### config.mk
export PLATFORM = sky130hd
export DESIGN_NAME = link_ctrl_flat
export DESIGN_NICKNAME = d
export VERILOG_FILES = /design/src/rtl/link_ctrl_if.sv /design/src/rtl/link_ctrl.sv /design/src/flat_wrapper.sv
export SDC_FILE = /design/constraint.sdc
export NUM_CORES = 1
export LEC_CHECK = 0
export BUFFER_PORTS_ARGS = -buffer_cell sky130_fd_sc_hd__buf_2
export CAP_MARGIN = 20
export CORE_ASPECT_RATIO = 1.25
export CORE_MARGIN = 2
export CORE_UTILIZATION = 40
export DETAILED_ROUTE_END_ITERATION = 7
export GPL_TIMING_DRIVEN = 1
export PLACE_DENSITY = 0.66
export SLEW_MARGIN = 20
export SYNTH_ARGS = -nofsm -noshare
export SYNTH_HDL_FRONTEND = slang
export SYNTH_SLANG_ARGS = --single-unit
export TNS_END_PERCENT = 10
### constraint.sdc
create_clock -name clk -period 3.3 [get_ports clk]
set_input_delay 0.495 -clock clk [delete_from_list [all_inputs] [get_ports clk]]
set_output_delay 0.495 -clock clk [all_outputs]
set_load 0.02 [all_outputs]
### src/rtl/link_ctrl_if.sv
// Bundle of user-side, TX-lane and RX-lane signals of the link controller.
// The slave modport is the controller itself; the master modport is whatever
// drives the user beats and the deserialiser side (a testbench or the lanes).
interface link_ctrl_if;
    logic       tx_valid_in;
    logic [7:0] tx_data_in;
    logic       tx_ready;
    logic       tx_drop;
    logic [7:0] ser_data;
    logic       ser_valid;
    logic [7:0] des_data;
    logic       des_active;
    logic [7:0] rx_data;
    logic       rx_valid;
    logic       link_up;
    logic [1:0] state;
    logic       timeout;

    modport master (
        output tx_valid_in,
        output tx_data_in,
        output des_data,
        output des_active,
        input  tx_ready,
        input  tx_drop,
        input  ser_data,
        input  ser_valid,
        input  rx_data,
        input  rx_valid,
        input  link_up,
        input  state,
        input  timeout
    );

    modport slave (
        input  tx_valid_in,
        input  tx_data_in,
        input  des_data,
        input  des_active,
        output tx_ready,
        output tx_drop,
        output ser_data,
        output ser_valid,
        output rx_data,
        output rx_valid,
        output link_up,
        output state,
        output timeout
    );
endinterface

### src/rtl/link_ctrl.sv
// Link controller: trains a serial link with COM symbols, carries user bytes
// while ACTIVE, and retrains through RECOVER on lane loss or remote request.
// Optional TRAIN watchdog is compiled in when TRAIN_TIMEOUT_EN is defined;
// without it TRAIN waits forever and the timeout output is tied low.
module link_ctrl #(
    parameter int COM_TX_COUNT   = 4,
    parameter int COM_RX_COUNT   = 4,
    parameter int ERR_LIMIT      = 3,
    parameter int TIMEOUT_CYCLES = 64
) (
    input  logic        clk,
    input  logic        reset,
    link_ctrl_if.slave  bus
);

    typedef enum logic [1:0] {
        ST_RST     = 2'd0,
        ST_TRAIN   = 2'd1,
        ST_ACTIVE  = 2'd2,
        ST_RECOVER = 2'd3
    } state_t;

    localparam logic [7:0] COM = 8'hBC;
    localparam logic [7:0] IDL = 8'h7C;

    localparam int TXW = $clog2(COM_TX_COUNT + 1);
    localparam int RXW = $clog2(COM_RX_COUNT + 1);
    localparam int EW  = $clog2(ERR_LIMIT + 1);

    localparam logic [TXW-1:0] TX_MAX  = TXW'(COM_TX_COUNT);
    localparam logic [TXW-1:0] TX_LAST = TXW'(COM_TX_COUNT - 1);
    localparam logic [RXW-1:0] RX_MAX  = RXW'(COM_RX_COUNT);
    localparam logic [EW-1:0]  ERR_LAST = EW'(ERR_LIMIT - 1);

    // Every count must allow at least one cycle, otherwise the *_LAST values wrap.
    if (COM_TX_COUNT < 1 || COM_RX_COUNT < 1 || ERR_LIMIT < 1 || TIMEOUT_CYCLES < 1) begin : g_param_check
        $error("link_ctrl: count parameters must be at least 1");
    end

    state_t         state_q,     state_d;
    logic [TXW-1:0] tx_cnt_q,    tx_cnt_d;
    logic [RXW-1:0] rx_cnt_q,    rx_cnt_d;
    logic [EW-1:0]  err_cnt_q,   err_cnt_d;
    logic [7:0]     ser_data_q,  ser_data_d;
    logic           ser_valid_q, ser_valid_d;
    logic [7:0]     rx_data_q,   rx_data_d;
    logic           rx_valid_q,  rx_valid_d;
    logic           tx_drop_q,   tx_drop_d;
    logic           tx_ready;
    logic           accept;

`ifdef TRAIN_TIMEOUT_EN
    localparam int TMW = $clog2(TIMEOUT_CYCLES + 1);
    localparam logic [TMW-1:0] TMO_LAST = TMW'(TIMEOUT_CYCLES - 1);

    logic [TMW-1:0] tmo_cnt_q, tmo_cnt_d;
    logic           timeout_q, timeout_d;
`endif

    function automatic logic is_reserved(input logic [7:0] b);
        return (b == COM) || (b == IDL);
    endfunction

    // User side may only hand over beats while the link is up.
    always_comb begin
        tx_ready = (state_q == ST_ACTIVE);
        accept   = tx_ready && bus.tx_valid_in;
    end

    // Next-state, counter and registered-output logic for the link FSM.
    always_comb begin
        state_d     = state_q;
        tx_cnt_d    = tx_cnt_q;
        rx_cnt_d    = rx_cnt_q;
        err_cnt_d   = err_cnt_q;
        ser_data_d  = ser_data_q;
        ser_valid_d = 1'b0;
        rx_data_d   = rx_data_q;
        rx_valid_d  = 1'b0;
        tx_drop_d   = 1'b0;
`ifdef TRAIN_TIMEOUT_EN
        tmo_cnt_d   = tmo_cnt_q;
        timeout_d   = 1'b0;
`endif

        case (state_q)
            ST_RST: begin
                ser_data_d = 8'h00;
                tx_cnt_d   = '0;
                rx_cnt_d   = '0;
                err_cnt_d  = '0;
                state_d    = ST_TRAIN;
            end

            ST_TRAIN: begin
                ser_data_d  = COM;
                ser_valid_d = 1'b1;
                if (tx_cnt_q < TX_MAX) begin
                    tx_cnt_d = tx_cnt_q + 1'b1;
                end
                if (bus.des_active && (bus.des_data == COM)) begin
                    if (rx_cnt_q < RX_MAX) begin
                        rx_cnt_d = rx_cnt_q + 1'b1;
                    end
                end else begin
                    rx_cnt_d = '0;
                end
`ifdef TRAIN_TIMEOUT_EN
                tmo_cnt_d = tmo_cnt_q + 1'b1;
`endif
                if ((tx_cnt_q >= TX_MAX) && (rx_cnt_q >= RX_MAX)) begin
                    state_d  = ST_ACTIVE;
                    tx_cnt_d = '0;
                    rx_cnt_d = '0;
`ifdef TRAIN_TIMEOUT_EN
                    tmo_cnt_d = '0;
                end else if (tmo_cnt_q == TMO_LAST) begin
                    state_d   = ST_RECOVER;
                    timeout_d = 1'b1;
                    tx_cnt_d  = '0;
                    rx_cnt_d  = '0;
                    tmo_cnt_d = '0;
`endif
                end
            end

            ST_ACTIVE: begin
                ser_valid_d = 1'b1;
                if (accept && !is_reserved(bus.tx_data_in)) begin
                    ser_data_d = bus.tx_data_in;
                end else begin
                    ser_data_d = IDL;
                    tx_drop_d  = accept;
                end
                if (bus.des_active) begin
                    err_cnt_d = '0;
                    if (bus.des_data == COM) begin
                        state_d = ST_RECOVER;
                    end else if (bus.des_data != IDL) begin
                        rx_valid_d = 1'b1;
                        rx_data_d  = bus.des_data;
                    end
                end else if (err_cnt_q == ERR_LAST) begin
                    err_cnt_d = '0;
                    state_d   = ST_RECOVER;
                end else begin
                    err_cnt_d = err_cnt_q + 1'b1;
                end
            end

            ST_RECOVER: begin
                ser_data_d  = COM;
                ser_valid_d = 1'b1;
                if (tx_cnt_q == TX_LAST) begin
                    state_d   = ST_TRAIN;
                    tx_cnt_d  = '0;
                    rx_cnt_d  = '0;
                    err_cnt_d = '0;
                end else begin
                    tx_cnt_d = tx_cnt_q + 1'b1;
                end
            end

            default: begin
                state_d = ST_RST;
            end
        endcase
    end

    // State, counters and output registers with synchronous reset.
    always_ff @(posedge clk) begin
        if (reset) begin
            state_q     <= ST_RST;
            tx_cnt_q    <= '0;
            rx_cnt_q    <= '0;
            err_cnt_q   <= '0;
            ser_data_q  <= 8'h00;
            ser_valid_q <= 1'b0;
            rx_data_q   <= 8'h00;
            rx_valid_q  <= 1'b0;
            tx_drop_q   <= 1'b0;
        end else begin
            state_q     <= state_d;
            tx_cnt_q    <= tx_cnt_d;
            rx_cnt_q    <= rx_cnt_d;
            err_cnt_q   <= err_cnt_d;
            ser_data_q  <= ser_data_d;
            ser_valid_q <= ser_valid_d;
            rx_data_q   <= rx_data_d;
            rx_valid_q  <= rx_valid_d;
            tx_drop_q   <= tx_drop_d;
        end
    end

`ifdef TRAIN_TIMEOUT_EN
    // Watchdog counter and its one-cycle expiry pulse.
    always_ff @(posedge clk) begin
        if (reset) begin
            tmo_cnt_q <= '0;
            timeout_q <= 1'b0;
        end else begin
            tmo_cnt_q <= tmo_cnt_d;
            timeout_q <= timeout_d;
        end
    end

    assign bus.timeout = timeout_q;
`else
    assign bus.timeout = 1'b0;
`endif

    assign bus.tx_ready  = tx_ready;
    assign bus.tx_drop   = tx_drop_q;
    assign bus.ser_data  = ser_data_q;
    assign bus.ser_valid = ser_valid_q;
    assign bus.rx_data   = rx_data_q;
    assign bus.rx_valid  = rx_valid_q;
    assign bus.link_up   = (state_q == ST_ACTIVE);
    assign bus.state     = state_q;

endmodule

### src/flat_wrapper.sv
// flat-port wrapper written by rule: the top's interface ports become plain ports
module link_ctrl_flat 
#(
    parameter int COM_TX_COUNT   = 4,
    parameter int COM_RX_COUNT   = 4,
    parameter int ERR_LIMIT      = 3,
    parameter int TIMEOUT_CYCLES = 64
)
  (clk, reset, bus_tx_valid_in, bus_tx_data_in, bus_des_data, bus_des_active, bus_tx_ready, bus_tx_drop, bus_ser_data, bus_ser_valid, bus_rx_data, bus_rx_valid, bus_link_up, bus_state, bus_timeout);
  link_ctrl_if bus_i ();
  input  logic clk;
  input  logic reset;
  input wire logic [$bits(bus_i.tx_valid_in)-1:0] bus_tx_valid_in;
  input wire logic [$bits(bus_i.tx_data_in)-1:0] bus_tx_data_in;
  input wire logic [$bits(bus_i.des_data)-1:0] bus_des_data;
  input wire logic [$bits(bus_i.des_active)-1:0] bus_des_active;
  output wire logic [$bits(bus_i.tx_ready)-1:0] bus_tx_ready;
  output wire logic [$bits(bus_i.tx_drop)-1:0] bus_tx_drop;
  output wire logic [$bits(bus_i.ser_data)-1:0] bus_ser_data;
  output wire logic [$bits(bus_i.ser_valid)-1:0] bus_ser_valid;
  output wire logic [$bits(bus_i.rx_data)-1:0] bus_rx_data;
  output wire logic [$bits(bus_i.rx_valid)-1:0] bus_rx_valid;
  output wire logic [$bits(bus_i.link_up)-1:0] bus_link_up;
  output wire logic [$bits(bus_i.state)-1:0] bus_state;
  output wire logic [$bits(bus_i.timeout)-1:0] bus_timeout;
  assign bus_i.tx_valid_in = bus_tx_valid_in;
  assign bus_i.tx_data_in = bus_tx_data_in;
  assign bus_i.des_data = bus_des_data;
  assign bus_i.des_active = bus_des_active;
  assign bus_tx_ready = bus_i.tx_ready;
  assign bus_tx_drop = bus_i.tx_drop;
  assign bus_ser_data = bus_i.ser_data;
  assign bus_ser_valid = bus_i.ser_valid;
  assign bus_rx_data = bus_i.rx_data;
  assign bus_rx_valid = bus_i.rx_valid;
  assign bus_link_up = bus_i.link_up;
  assign bus_state = bus_i.state;
  assign bus_timeout = bus_i.timeout;
  link_ctrl #(.COM_TX_COUNT(COM_TX_COUNT), .COM_RX_COUNT(COM_RX_COUNT), .ERR_LIMIT(ERR_LIMIT), .TIMEOUT_CYCLES(TIMEOUT_CYCLES)) u_core (.clk(clk), .reset(reset), .bus(bus_i));
endmodule
==> results.py, run 1 <==
metrics = {
    "power_and_ir_drop": {
        "leakagePower_uw": 0.0007500,
        "ir_worst_vdd_v": 0.0003969,
        "power_density_nw_per_um2": 661.3,
    },
    "clocking": {
        "cts-root-buf": "clkbuf_8",
        "insertion_delay_ns": 0.27,
        "cts_setup_buffers": 0,
        "cts-buffers-inserted": 5,
        "hold_buffers": 0,
        "clockBufferDepth": 2,
        "cts_resized": 0,
        "cts_tree": "done",
        "cts.sinks": 29,
        "clk_pin_slew_ns": 0.06,
        "htree_num_levels": 2,
    },
    "floorplan": {
        "start_util": 0.4140,
        "ios": 44,
        "die_y_um": 68.29,
        "rows": 23,
        "core_area_um2": 3194,
        "die_x_um": 55.43,
        "die_area_um2": 3785,
    },
    "job": {
        "drv_cap": 0,
    },
    "sta": {
        "finalMaxSlewViolations": 0,
        "setup_viol": 0,
        "rsz0062_at_grt": "false",
        "timing.final.crit_share": 0.5993,
        "tns_ns": 0,
        "hold_violations": 0,
        "period_minus_slack_ns": 1.978,
        "finClkSkew_ns": 0.001231,
        "clock.fmax_mhz": 505.6,
    },
    "placement": {
        "io_buffers": 42,
        "dp_hpwl_um": 2241,
        "dpl_cell_area_um2": 1548,
        "place_congestion": 0.8605,
    },
    "critical_path": {
        "crit_path_start_kind": "register",
        "r2r-start": "u_core.bus.state[0]",
        "path_cells": "inv_1 > ha_1 > nand2_1 > a41oi_2 > mux2i_1 > nor2_1",
        "cp-end-kind": "register",
        "crit_buf_inv": 1,
        "worstPathArrival_ns": 2.14,
        "reg2reg_slack_ns": 1.32,
        "worstReg2RegEnd": "u_core.bus.rx_data[2]",
        "worst_path_max_delay_cell": "a41oi_2",
        "path_max_fanout": 12,
        "critPathTopFamily": "compound AO/OA/AOI/OAI gates",
        "path_class": "reg -> reg",
        "reg2regPathDepth": 6,
        "critical_path_required_ns": 3.46,
        "cpPeakStageDelay_ns": 0.47,
    },
    "worst_hold_path": {
        "hold_path_end": "u_core.bus.ser_data[6]",
        "hold_path_depth": 2,
        "hp-start": "bus_tx_valid_in",
        "hp-class": "in -> reg",
    },
    "yosys": {
        "synth_cell_type_count": 38,
        "synthFlopType": "dfxtp_1",
        "postSynth.asyncResetShare": 0,
        "seq_area_frac_synth": 0.4390,
        "ys_ff_latch": 29,
        "synth_cells": 140,
        "postSynthAreaPerCell_um2": 9.447,
        "synth_edf_count": 0,
        "syn-cell-area_um2": 1323,
        "synth.net_count": 170,
        "synth_warnings": 0,
    },
    "routing": {
        "via_count": 1156,
        "drc": 0,
        "wirelength_um": 2850,
        "drtIter0Drc": 24,
        "ant_nets": 0,
        "wl_per_cell_um": 12.90,
        "dr.pass1.iters": 4,
        "viasPerCell": 5.231,
    },
    "final_layout": {
        "fin_nets": 213,
        "final_cell_mix": "buf_2, dfxtp_1, inv_1, a21oi_1, nor2_1",
        "multi_input_area_um2": 669.4,
        "register_area_um2": 580.6,
        "synthToLayoutAreaGrowth_pct": 23.08,
        "antenna_cells": 0,
        "drive_above_1_share": 0.3043,
        "nFillCells": 322,
        "final_area_um2": 1628,
        "final_common_cell": "buf_2",
    },
    "global_route": {
        "first_global_vias": 1097,
        "grt_first_pass_wirelength_um": 4761,
        "groute.usage.overall": 0.1653,
        "gr-total-overflow": 0,
        "grt_max_degree": 18,
        "antenna_found_initial": 0,
    },
    "status": {
        "run_status": "finished clean",
    },
}
## worst reg2reg max path, stage by stage (launching register included)
cell,delay [ns]
dfxtp_1,0.35
inv_1,0.14
ha_1,0.38
nand2_1,0.21
a41oi_2,0.47
mux2i_1,0.25
nor2_1,0.05
## state kept, by name, indices dropped and copies added (netlist names)
name                  count
u_core.bus.rx_data        8
u_core.bus.rx_valid       1
u_core.bus.ser_data       8
u_core.bus.ser_valid      1
u_core.bus.state          2
u_core.bus.tx_drop        1
u_core.err_cnt_q          2
u_core.rx_cnt_q           3
u_core.tx_cnt_q           3
## how the worst max path moves through the flow
stage	start	endpoint	slack, ns	cells past startpoint
final	u_core.bus.state[0]	u_core.bus.rx_data[2]	1.32	6
after global routing	u_core.bus.state[0]	u_core.bus.rx_data[0]	1.11	6
after CTS	u_core.bus.state[0]	u_core.bus.rx_data[2]	1.30	6
after detailed placement	bus_des_data[0]	u_core.bus.state[0]	1.31	5
after global placement	bus_des_data[0]	u_core.bus.state[0]	1.36	5
after floorplan	u_core.bus.state[1]	u_core.err_cnt_q[1]	1.24	5
## synthesized netlist by cell type, drive strengths merged (2+ instances only)
cell type   n  share of area
a211oi      2          0.011
inv        11          0.031
dfxtp      29           0.44
buf         3          0.015
nand2       8          0.023
nor2b       2          0.015
mux2i       6          0.045
nor2       11          0.031
a31oi       3          0.014
o221a       3          0.026
and2        2         0.0095
mux2        2          0.017
nor3        4          0.015
nand4       3          0.014
o21ai       7          0.026
a21oi      11          0.042
and4b       2          0.015
clkbuf      3         0.0085
ha         10          0.095
nand3       2         0.0076
## final cells by class
class / count / share of cell area
clock buffer: 8 / 0.04919
multi-input combinational: 94 / 0.4112
inverter: 11 / 0.02537
tap: 37 / 0.02844
timing repair buffer: 42 / 0.1291
sequential: 29 / 0.3566
## through the flow
stage	util	hold slack [ns]	worst slack, ns	power, uW	instances
floorplan	-	0.4356	1.241	705.9	140
global placement	0.4845	0.4440	1.363	797.2	213
detailed placement	0.4845	0.4574	1.306	811.3	213
CTS	0.5096	0.4540	1.298	1087	221
global route	0.5096	0.4554	1.114	1147	221
finish	0.5096	0.4566	1.322	1077	221
## kinds of logic after synthesis
logic type,share of synthesized area
flip-flops,0.4390
multiplexers,0.06244
AND/OR/NAND/NOR,0.1713
XOR/XNOR,0.01325
buffers and inverters,0.05487
AO/OA/AOI/OAI,0.1618
adder cells (fa/ha/maj),0.09461
other,0.002835
## metal layers
metal / vias to the layer above / GRT usage / routed length, um
li1: 578 / - / -
met1: 524 / 0.1692 / 1188
met2: 45 / 0.3036 / 1400
met3: 9 / 0.05671 / 188
met4: 0 / 0.08232 / 72
met5: - / 0 / 0
## where the power goes
group          internal [uW]  total [uW]  switching (uW)
clock network            149         274             124
registers                407         441            33.6
logic                    138         362             224
total                    695        1080             382
Power figures use the tool's default switching activity.
==> inputs of run 2 (changes only) <==
--- a/config.mk
+++ b/config.mk
@@ -12,7 +12,7 @@
 export CORE_UTILIZATION = 40
 export DETAILED_ROUTE_END_ITERATION = 7
 export GPL_TIMING_DRIVEN = 1
-export PLACE_DENSITY = 0.66
+export PLACE_DENSITY = 0.68
 export SLEW_MARGIN = 20
 export SYNTH_ARGS = -nofsm -noshare
 export SYNTH_HDL_FRONTEND = slang
==> constraint.sdc (replaced) <==
create_clock -name clk -period 1.76 [get_ports clk]
set_input_delay 0.264 -clock clk [delete_from_list [all_inputs] [get_ports clk]]
set_output_delay 0.264 -clock clk [all_outputs]
set_load 0.02 [all_outputs]
==> run 2 against run 1 <==
Effect of this change:
- combinational power grew 130%
- critical path type unchanged
- sequential share of layout area shrank 3.5 points
- design area grew 12%
- highest routed layer unchanged
- register-to-register slack lost 1.3 ns
- fmax grew 15%
- clock power grew to 2.6 times the previous value
- clock-buffer cell count shrank 2
- die area is the same
- power grew 120%
==> results.py, run 2 (synthesis results as in run 1) <==
metrics = {
    "status": {
        "run_status": "finished clean",
    },
    "final_layout": {
        "final_cell_mix": "buf_2, dfxtp_1, buf_4",
        "multi_input_area_um2": 709.4,
        "synthToLayoutAreaGrowth_pct": 38.22,
        "final_common_cell": "buf_2",
        "antenna_cells": 0,
        "final_area_um2": 1828,
        "register_area_um2": 588.1,
        "drive_above_1_share": 0.4171,
        "nFillCells": 293,
        "fin_nets": 228,
    },
    "sta": {
        "clock.fmax_mhz": 583.3,
        "timing.final.crit_share": 0.9741,
        "setup_viol": 0,
        "rsz0062_at_grt": "true",
        "finClkSkew_ns": 0.004896,
        "tns_ns": 0,
        "hold_violations": 0,
        "finalMaxSlewViolations": 0,
        "period_minus_slack_ns": 1.714,
    },
    "floorplan": {
        "ios": 44,
        "die_y_um": 68.29,
        "start_util": 0.4140,
        "die_area_um2": 3785,
        "die_x_um": 55.43,
        "rows": 23,
        "core_area_um2": 3194,
    },
    "power_and_ir_drop": {
        "switchingPower_uw": 789.3,
        "intPower_uw": 1606,
        "ir_worst_vdd_v": 0.0008051,
        "clkPwrFrac": 0.298,
        "power_density_nw_per_um2": 1310,
        "comb_power_share": 0.354,
        "leakagePower_uw": 0.0008433,
        "power_switching_share": 0.3295,
        "seqPwrFrac": 0.348,
    },
    "routing": {
        "drtIter0Drc": 22,
        "dr.pass1.iters": 4,
        "wirelength_um": 3032,
        "drc": 0,
        "wl_per_cell_um": 12.85,
        "viasPerCell": 5.089,
        "ant_nets": 0,
        "via_count": 1201,
    },
    "global_route": {
        "grt_util_met1": 0.1740,
        "grt.busiest_layer": "met2",
        "groute.usage.overall": 0.1771,
        "gr-total-overflow": 0,
        "grt_max_degree": 17,
        "first_global_vias": 1165,
        "grt_first_pass_wirelength_um": 5099,
        "antenna_found_initial": 0,
        "gr-usage-met3": 0.06427,
        "grt_use_met2": 0.3304,
    },
    "critical_path": {
        "reg2regPathDepth": 5,
        "path_max_fanout": 5,
        "reg2reg_slack_ns": 0.05,
        "crit_path_start_kind": "register",
        "critical_path_required_ns": 1.98,
        "path_class": "reg -> reg",
        "worstPathArrival_ns": 1.93,
        "cp-end-kind": "register",
    },
    "job": {
        "drv_cap": 0,
    },
    "clocking": {
        "clockBufferDepth": 2,
        "hold_buffers": 0,
        "cts-buffers-inserted": 5,
        "htree_num_levels": 2,
        "cts.sinks": 29,
        "cts-root-buf": "clkbuf_8",
        "cts_tree": "done",
        "clk_pin_slew_ns": 0.06,
        "insertion_delay_ns": 0.28,
    },
    "placement": {
        "dp_hpwl_um": 2308,
        "io_buffers": 42,
        "place_congestion": 0.8741,
        "dpl_cell_area_um2": 1663,
    },
    "worst_hold_path": {
        "hp-class": "in -> reg",
        "hold_path_depth": 2,
    },
}
## run 2: area by class of cell
type,count,share of cell area
well taps,37,0.02533
flip-flops and latches,29,0.3217
inverters,11,0.02259
multi-input cells,94,0.3881
repair buffers,57,0.1766
clock inverters,2,0.02053
clock buffers,6,0.04517
## run 2: layer usage
metal  part of all wire  up-vias
li1                   -      603
met3              0.073        5
met2               0.52       41
met5                  0        -
met1               0.39      552
met4              0.021        0
## run 2: final timing paths
kind                             from                      to
setup / recovery  u_core.bus.state[0]     u_core.err_cnt_q[1]
setup reg to reg  u_core.bus.state[0]     u_core.err_cnt_q[1]
hold reg to reg    u_core.tx_cnt_q[1]      u_core.tx_cnt_q[1]
hold / removal        bus_tx_valid_in  u_core.bus.ser_data[6]
## run 2: worst max-delay path, cell delays in order (launching register included)
cell and delay [ns]:
dfxtp_2 0.35, ha_1 0.22, nor2b_4 0.13, or4b_1 0.47, or3b_1 0.38, a21oi_1 0.12
## run 2: power groups by stage
stage,Combinational [uW],Sequential [uW],Clock (uW)
after floorplan,401,952,0
after global placement,785,834,0
after detailed placement,809,845,0
after CTS,841,833,731
after global routing,937,849,764
final,849,834,713
## run 2: timing repair
item | CTS | global route
endpoints found under the setup margin | 2 | 3
gates resized for setup | 5 | 3
pin swaps | 1 | 3
setup buffers | 2 | 0
## run 2: stage by stage
stage / worst slack (ns) / util / cells / hold slack, ns / power, uW
global route: -0.02737 / 0.5723 / 236 / 0.2107 / 2550
floorplan: 0.005174 / - / 140 / 0.3619 / 1353
global placement: -0.04027 / 0.5206 / 226 / 0.4437 / 1619
finish: 0.04555 / 0.5723 / 236 / 0.2089 / 2395
detailed placement: -0.06490 / 0.5206 / 226 / 0.4664 / 1654
CTS: 0.0002236 / 0.5711 / 236 / 0.2060 / 2405
